===== config.mk =====
export PLATFORM = sky130hd
export DESIGN_NAME = slv_wr_ctrl
export DESIGN_NICKNAME = d
export VERILOG_FILES = /design/src/rtl/slv_wr_pkg.sv /design/src/rtl/slv_wr_fifo.sv /design/src/rtl/slv_wr_ctrl.sv
export SDC_FILE = /design/constraint.sdc
export NUM_CORES = 1
export LEC_CHECK = 0
export BUFFER_PORTS_ARGS = -buffer_cell sky130_fd_sc_hd__buf_2
export CORE_ASPECT_RATIO = 0.8
export CORE_UTILIZATION = 57
export CTS_CLUSTER_SIZE = 10
export DETAILED_ROUTE_END_ITERATION = 12
export GPL_ROUTABILITY_DRIVEN = 1
export GPL_TIMING_DRIVEN = 0
export HOLD_SLACK_MARGIN = 0.08
export PLACE_DENSITY = 0.86
export SYNTH_ARGS = -nofsm -noshare
export SYNTH_HDL_FRONTEND = slang
export SYNTH_SLANG_ARGS = --single-unit

===== constraint.sdc =====
create_clock -name iClk -period 3.7 [get_ports iClk]
set_clock_uncertainty 0.05 [all_clocks]
set_input_delay 1.11 -clock iClk [delete_from_list [all_inputs] [get_ports iClk]]
set_output_delay 1.11 -clock iClk [all_outputs]
set_load 0.01 [all_outputs]

===== src/rtl/slv_wr_pkg.sv =====
// Shared types and constants for the slave write controller.
package slv_wr_pkg;

    typedef enum logic [1:0] {
        StIdle   = 2'd0,
        StActive = 2'd1,
        StDrain  = 2'd2
    } state_e;

    localparam int unsigned DefAw = 12;
    localparam int unsigned DefDw = 32;
    localparam int unsigned DefSw = 4;

    // One FIFO entry packs {addr, data, sel, last}.
    function automatic int unsigned entry_width(input int unsigned aw, input int unsigned dw,
                                                input int unsigned sw);
        return aw + dw + sw + 1;
    endfunction

    localparam int unsigned EntryW = entry_width(DefAw, DefDw, DefSw);

endpackage


===== src/rtl/slv_wr_fifo.sv =====
// Synchronous beat FIFO with wrap-bit pointers; pushes when full and pops when empty are ignored.
module slv_wr_fifo #(
    parameter int unsigned Width = 8,
    parameter int unsigned Depth = 4
) (
    input  logic             clk,
    input  logic             rst,
    input  logic             push,
    input  logic [Width-1:0] wr_data,
    input  logic             pop,
    output logic [Width-1:0] rd_data,
    output logic             full,
    output logic             empty
);

    localparam int unsigned PtrW = $clog2(Depth);
    localparam logic [PtrW:0] PtrOne = 1;

    logic [PtrW:0]    wr_ptr_q;
    logic [PtrW:0]    rd_ptr_q;
    logic [Width-1:0] mem_q [Depth];
    logic             do_push;
    logic             do_pop;

    always_comb begin
        empty   = (wr_ptr_q == rd_ptr_q);
        full    = (wr_ptr_q[PtrW] != rd_ptr_q[PtrW]) &&
                  (wr_ptr_q[PtrW-1:0] == rd_ptr_q[PtrW-1:0]);
        do_push = push & ~full;
        do_pop  = pop & ~empty;
        rd_data = mem_q[rd_ptr_q[PtrW-1:0]];
    end

    always_ff @(posedge clk) begin
        if (rst) begin
            wr_ptr_q <= '0;
            rd_ptr_q <= '0;
        end else begin
            if (do_push) wr_ptr_q <= wr_ptr_q + PtrOne;
            if (do_pop)  rd_ptr_q <= rd_ptr_q + PtrOne;
        end
    end

    always_ff @(posedge clk) begin
        if (do_push) mem_q[wr_ptr_q[PtrW-1:0]] <= wr_data;
    end

endmodule


===== src/rtl/slv_wr_ctrl.sv =====
// Burst write slave: queues master beats and replays them as single-word memory writes.
// Optional SLV_WR_ALIGN_CHK_EN rejects beats whose byte address is not word aligned.
module slv_wr_ctrl
    import slv_wr_pkg::*;
#(
    parameter int unsigned AW    = 12,
    parameter int unsigned DW    = 32,
    parameter int unsigned SW    = 4,
    parameter int unsigned DEPTH = 4
) (
    input  logic          iClk,
    input  logic          iRst,
    input  logic          iMstWrReq,
    input  logic          iMstWrValid,
    input  logic [AW-1:0] iMstWrAddr,
    input  logic [SW-1:0] iMstWrSel,
    input  logic          iMstWrLast,
    input  logic [DW-1:0] iMstWrData,
    output logic          oMstWrReady,
    output logic          oMemWrEn,
    output logic [AW-1:0] oMemWrAddr,
    output logic [DW-1:0] oMemWrData,
    output logic [SW-1:0] oMemWrBe,
    input  logic          iMemWrRdy,
    output logic          oWrDone,
    output logic          oWrErr,
    output logic [7:0]    oBeatCnt
);

    localparam int unsigned EW = entry_width(AW, DW, SW);
    localparam logic [AW-1:0] AddrMask = {{(AW-2){1'b1}}, 2'b00};

    state_e        state_q, state_d;
    logic          fifo_full, fifo_empty;
    logic          push, pop, accept, abort, misalign;
    logic [EW-1:0] wr_entry, head;
    logic [AW-1:0] head_addr;
    logic [DW-1:0] head_data;
    logic [SW-1:0] head_sel;
    logic          head_last;
    logic          done_q, err_q;
    logic [7:0]    cnt_q;

    assign wr_entry  = {iMstWrAddr, iMstWrData, iMstWrSel, iMstWrLast};
    assign head_addr = head[EW-1:DW+SW+1];
    assign head_data = head[DW+SW:SW+1];
    assign head_sel  = head[SW:1];
    assign head_last = head[0];

    slv_wr_fifo #(
        .Width (EW),
        .Depth (DEPTH)
    ) u_fifo (
        .clk     (iClk),
        .rst     (iRst),
        .push    (push),
        .wr_data (wr_entry),
        .pop     (pop),
        .rd_data (head),
        .full    (fifo_full),
        .empty   (fifo_empty)
    );

    always_ff @(posedge iClk) begin
        if (iRst) state_q <= StIdle;
        else      state_q <= state_d;
    end

    always_comb begin
        state_d = state_q;
        unique case (state_q)
            StIdle:   if (iMstWrReq) state_d = StActive;
            StActive: if ((accept && iMstWrLast) || !iMstWrReq) state_d = StDrain;
            StDrain:  if (fifo_empty) state_d = StIdle;
            default:  state_d = StIdle;
        endcase
    end

    always_comb begin
        oMstWrReady = (state_q == StActive) && !fifo_full;
        accept      = iMstWrValid && oMstWrReady;
        // A last beat accepted in the cycle req falls still completes the burst normally.
        abort       = (state_q == StActive) && !iMstWrReq && !(accept && iMstWrLast);
`ifdef SLV_WR_ALIGN_CHK_EN
        misalign    = accept && (iMstWrAddr[1:0] != 2'b00);
`else
        misalign    = 1'b0;
`endif
        push        = accept && !misalign;
        oMemWrEn    = !fifo_empty && (head_sel != '0);
        // Zero-select entries carry no write and leave the FIFO without waiting for memory.
        pop         = !fifo_empty && ((head_sel == '0) || iMemWrRdy);
        oMemWrAddr  = fifo_empty ? '0 : (head_addr & AddrMask);
        oMemWrData  = fifo_empty ? '0 : head_data;
        oMemWrBe    = fifo_empty ? '0 : head_sel;
        oWrDone     = done_q;
        oWrErr      = err_q;
        oBeatCnt    = cnt_q;
    end

    always_ff @(posedge iClk) begin
        if (iRst) begin
            done_q <= 1'b0;
            err_q  <= 1'b0;
            cnt_q  <= '0;
        end else begin
            done_q <= pop && head_last;
            err_q  <= abort || misalign;
            if (state_q == StIdle && iMstWrReq) cnt_q <= '0;
            else if (accept)                      cnt_q <= cnt_q + 8'd1;
        end
    end

endmodule


# --- Word level (Yosys, flattened, before mapping) ---
# Memory sizes are Yosys's and may differ from the RTL's. A register that Yosys moved wholly into a read port is not among the register bits.
# Index checks and enable logic that the tools add are counted.
word_totals:
  ff_bits: 18
  ram_bits: 196
  inputBits: 54
  out_inout_bits: 60
  wordCells: 54
  memories: 1
op_classes:
  addsub: 3
  n_eq_ne: 8
  n_mux: 11
  bitwise_logic: 4
  n_reduce_logical: 21
mem_list:
  columns: ["name", "words", "width", "read_ports", "rd_ports_with_merged_regs", "wr", "line", "source"]
  rows:
  - ["u_fifo.mem_q", 4, 49, 1, 1, 1, "slv_wr_fifo.sv:21", "logic [Width-1:0] mem_q [Depth];"]
ops:
  columns: ["cell", "n"]
  rows:
  - ["$mux 32", 1]
  - ["$mux 12", 1]
  - ["$logic_and 1x1->1", 10]
  - ["$mux 2", 5]
  - ["$add 8x1->8 const B", 1]
  - ["$add 3x1->3 const B", 2]
  - ["$ne 2x2->1 const B", 3]
  - ["$pmux 2 s3", 1]
  - ["$logic_not 1->1", 4]
  - ["$logic_not 4->1", 1]
  - ["$mux 4", 1]
  - ["$reduce_bool 4->1", 1]
  - ["$eq 3x3->1", 1]
  - ["$reduce_and 3->1", 1]
  - ["$and 1x1->1", 2]
  - ["$eq 2x1->1 const B", 1]
  - ["$eq 2x2->1", 1]
  - ["$eq 2x2->1 const B", 1]
  - ["$logic_not 2->1", 1]
  - ["$logic_or 1x1->1", 2]
  - ["$mux 1", 2]
  - ["$not 1->1", 2]
  - ["$reduce_or 2->1", 1]
  - ["$ne 1x1->1", 1]

# --- Logic depth before layout (Yosys ltp) ---
logic_depth:
  ltp_word: 9
  mapped_depth: 6
  depth_no_buf: 5

# --- Hierarchy ---
# A second synthesis with hierarchy kept.
hier_totals:
  cells_unflattened: 440
  hier_area_um2: 8514.4
modules_own_cells:
  columns: ["module", "n_inst", "cells_each", "area_each_um2", "seq_area_each_um2"]
  rows:
  - ["slv_wr_fifo", 1, 324, 7619.8, 6045.8]
  - ["slv_wr_ctrl", 1, 116, 894.6, 240.2]

# --- Least setup slack after synthesis ---
# Ideal clock, no wire load.
synth_path:
  kind: "reg-to-output"
  from: "register (tool-made name)"
  to: "output port oMemWrAddr[10]"
  t_arrival_ns: 1.745
  t_required_ns: 2.540
  path_slack_ns: 0.795
  path_stages_with_launch: 5
  n_path_buf: 2
  path_cell_list: "dfxtp_1 buf_6 buf_1 mux4_2 nor2b_1"
synth_lines:
  columns: ["element", "line", "source"]
  rows:
  - ["end: declaration", "slv_wr_ctrl.sv:21", "output logic [AW-1:0] oMemWrAddr,"]

==> metrics.yaml <==
place:
  portBuffers: 109
  hpwl_mm: 9.59
  dpl.cell_count: 703
  pre_cts_ws_ns: 0.305
  gp_congestion: 0.840
timing:
  rsz0062_at_grt: "false"
  tightestPinTransition_ns: 0.996
  finalSetupViolCount: 0
  period_share_pct: 96.5
  finalCriticalPeriod_ns: 3.57
  setup_ws_ns: 0.130
  max_freq_mhz: 280
  slew_headroom_pct: 32.6
  hold_viol_final: 0
  drv_slew: 0
cts:
  cts_tree: "yes"
  clockBufferDepth: 3
  cts_hold_buf: 0
  cts_setup_buffers: 0
  numCtsBuffers: 24
  ctsHtreeMaxLevel: 1
  clk_pin_slew_ns: 0.06
  clock_latency_ns: 0.50
  cts.sinks: 208
  cts-root-buf: "clkbuf_16"
final_layout:
  regArea_um2: 6050
  nNetsFinal: 608
  multiInputGateArea_um2: 1920
  fill_cells: 865
  stdcell_count: 746
  area_delta_synth_final_pct: 19.6
  num_antenna_cells: 0
  drive_gt1_share_pct: 36.6
synthesis:
  synth_seq_area_share_pct: 74.9
  ys_warn_count: 0
  async_flop_share_pct: 0
  synth_ff_type: "edfxtp_1"
  synth_edf_count: 188
  yosysUniqueCellTypes: 42
  yosysTopAreaCellShare_pct: 69.9
  postSynthAreaPerCell_um2: 19.7
  synthMostInstantiatedCell: "edfxtp_1"
  ys_ff_latch: 208
  synth_area_leaders: "edfxtp_1, mux4_2, dfxtp_1, nor2b_1, ha_1"
  ys_top_cells_by_count: "edfxtp_1, nor2b_1, mux4_2"
  synthCells: 409
  yosysTopAreaCell: "edfxtp_1"
  netlist_area_um2: 8070
drt:
  drtAntennaViolNets: 0
  drcViolationCount: 0
  vias_per_cell: 5.70
  routed_wl_mm: 15.1
  dr.pass1.iters: 4
  wl_per_cell_um: 20.2
  drt_iter0_drc: 210
  via_count: 4254
worst_setup_path:
  end_kind: "output port"
  required_ns: 2.54
  criticalPathCategory: "flop to output port"
  regToRegEndpoint: "oWrErr"
  r2r_cells: 5
  path_max_fanout: 10
  r2r_start: "u_fifo.rd_ptr_q[0]"
  arrival_ns: 2.41
  r2r_slack_ns: 1.13
  worstSetupStartpointType: "flop"
  crit_path_end: "oMemWrData[25]"
outcome:
  status: "complete, no violations"
floorplan:
  floorplan.initialDensity_pct: 58.9
  core_area_um2: 13700
  boundaryPins: 114
  rows: 38
  die_w_um: 135
  die_h_um: 108
  die_area_um2: 14600
global_routing:
  grt_pass1_wl_mm: 23.4
  gr-total-overflow: 0
  antenna_found_initial: 1
  grt_usage_pct: 21.7
  grt_max_degree: 34
  first_global_vias: 4513
run:
  drv_cap: 0
min_path:
  hp-class: "flop to flop"
  hp-start: "state_q[1]"
pwr:
  vdd_ir_drop_max_uv: 506
  p_leak_nw: 3.35
  power_density_nw_per_um2: 534
worst max-delay path, cell delays in order (launching register included):
cell and delay [ns]:
dfxtp_1 0.37, buf_6 0.19, clkdlybuf4s18_2 0.48, mux4_2 0.58, nor2b_1 0.15, buf_2 0.15
what timing repair did:
action / 4_1_cts / 5_1_grt
endpoints found under the setup margin: 47 / 43
cloned: 0 / 0
hold endpoints to repair: 0 / 0
resized for setup: 15 / 5
layer usage:
metal	part of all wire (%)	GRT usage (%)	up-vias
met5	0	0	-
met4	1.8	6.82	0
met3	7.0	5.58	26
met2	50	36.4	159
met1	41	28.0	2158
li1	-	-	1911
stage by stage:
stage	power (mW)	hold slack, ns	utilization (%)	TNS [ns]	area (µm²)
after floorplan	2.96	0.398	-	0	8080
after CTS	5.20	0.442	70.5	-1.36	9660
after global placement	3.14	0.409	64.6	-0.125	8850
final	5.16	0.454	70.5	0	9660
after global routing	5.33	0.462	70.5	0	9660
after detailed placement	3.16	0.436	65.2	0	8930
registers in the layout, summed over array words and instances, names as in the netlist, named ones only:
name             flops
oBeatCnt             8
oWrDone              1
oWrErr               1
state_q              2
u_fifo.mem_q       188
u_fifo.rd_ptr_q      3
u_fifo.wr_ptr_q      3
worst min path at each step:
stage / to / cells past startpoint / slack, ns
5_1_grt: state_q[0] / 1 / 0.46
6_report: state_q[0] / 1 / 0.45
2_1_floorplan: state_q[0] / 1 / 0.40
3_3_place_gp: oBeatCnt[7] / 2 / 0.41
3_5_place_dp: state_q[0] / 1 / 0.44
4_1_cts: state_q[0] / 1 / 0.44
placed cells by master (no fill, tap or decap), types with 2 or more instances in the layout:
master / netlist / layout
edfxtp_1: 188 / 188
buf_2: 0 / 111
nor2b_1: 48 / 48
mux4_2: 46 / 46
clkbuf_16: 0 / 24
clkbuf_1: 11 / 22
dfxtp_1: 20 / 20
nor2_1: 9 / 9
clkbuf_2: 0 / 7
a21oi_1: 7 / 7
inv_1: 6 / 6
or3_1: 6 / 6
ha_1: 6 / 6
o21ai_0: 5 / 5
nand2_1: 5 / 5
xnor2_1: 4 / 4
and3_2: 0 / 4
buf_12: 0 / 4
clkdlybuf4s15_2: 0 / 3
xor2_1: 3 / 3
mux2i_1: 3 / 3
nor4b_1: 3 / 3
nor4_1: 2 / 2
or4_1: 2 / 2
buf_4: 2 / 2
conb_1: 1 / 2
layout make-up:
type,instances,area share [%]
clock inverters,1,0.168
inverters,6,0.233
flip-flops and latches,208,62.6
clock buffers,43,6.96
well taps,180,2.33
repair buffers,113,6.48
plain buffers,20,1.35
multi-input cells,175,19.9
power breakdown:
group	internal (mW)	leakage [nW]	switching, mW
logic	0.232	1.17	0.274
clock network	1.22	0.325	0.829
registers	2.59	1.86	0.0133
kinds of logic after synthesis:
kind of cell               after synthesis  share of synthesized area [%]
and+or+nand+nor                         88                           6.53
buffers and inverters                   27                           1.44
other                                    1                         0.0465
DFF                                    208                           74.9
xor gates and xnor gates                 7                          0.760
adders and majority gates                6                          0.930
muxes                                   51                           13.7
AOI/OAI and AO/OA                       21                           1.72
Power figures use the tool's default switching activity.
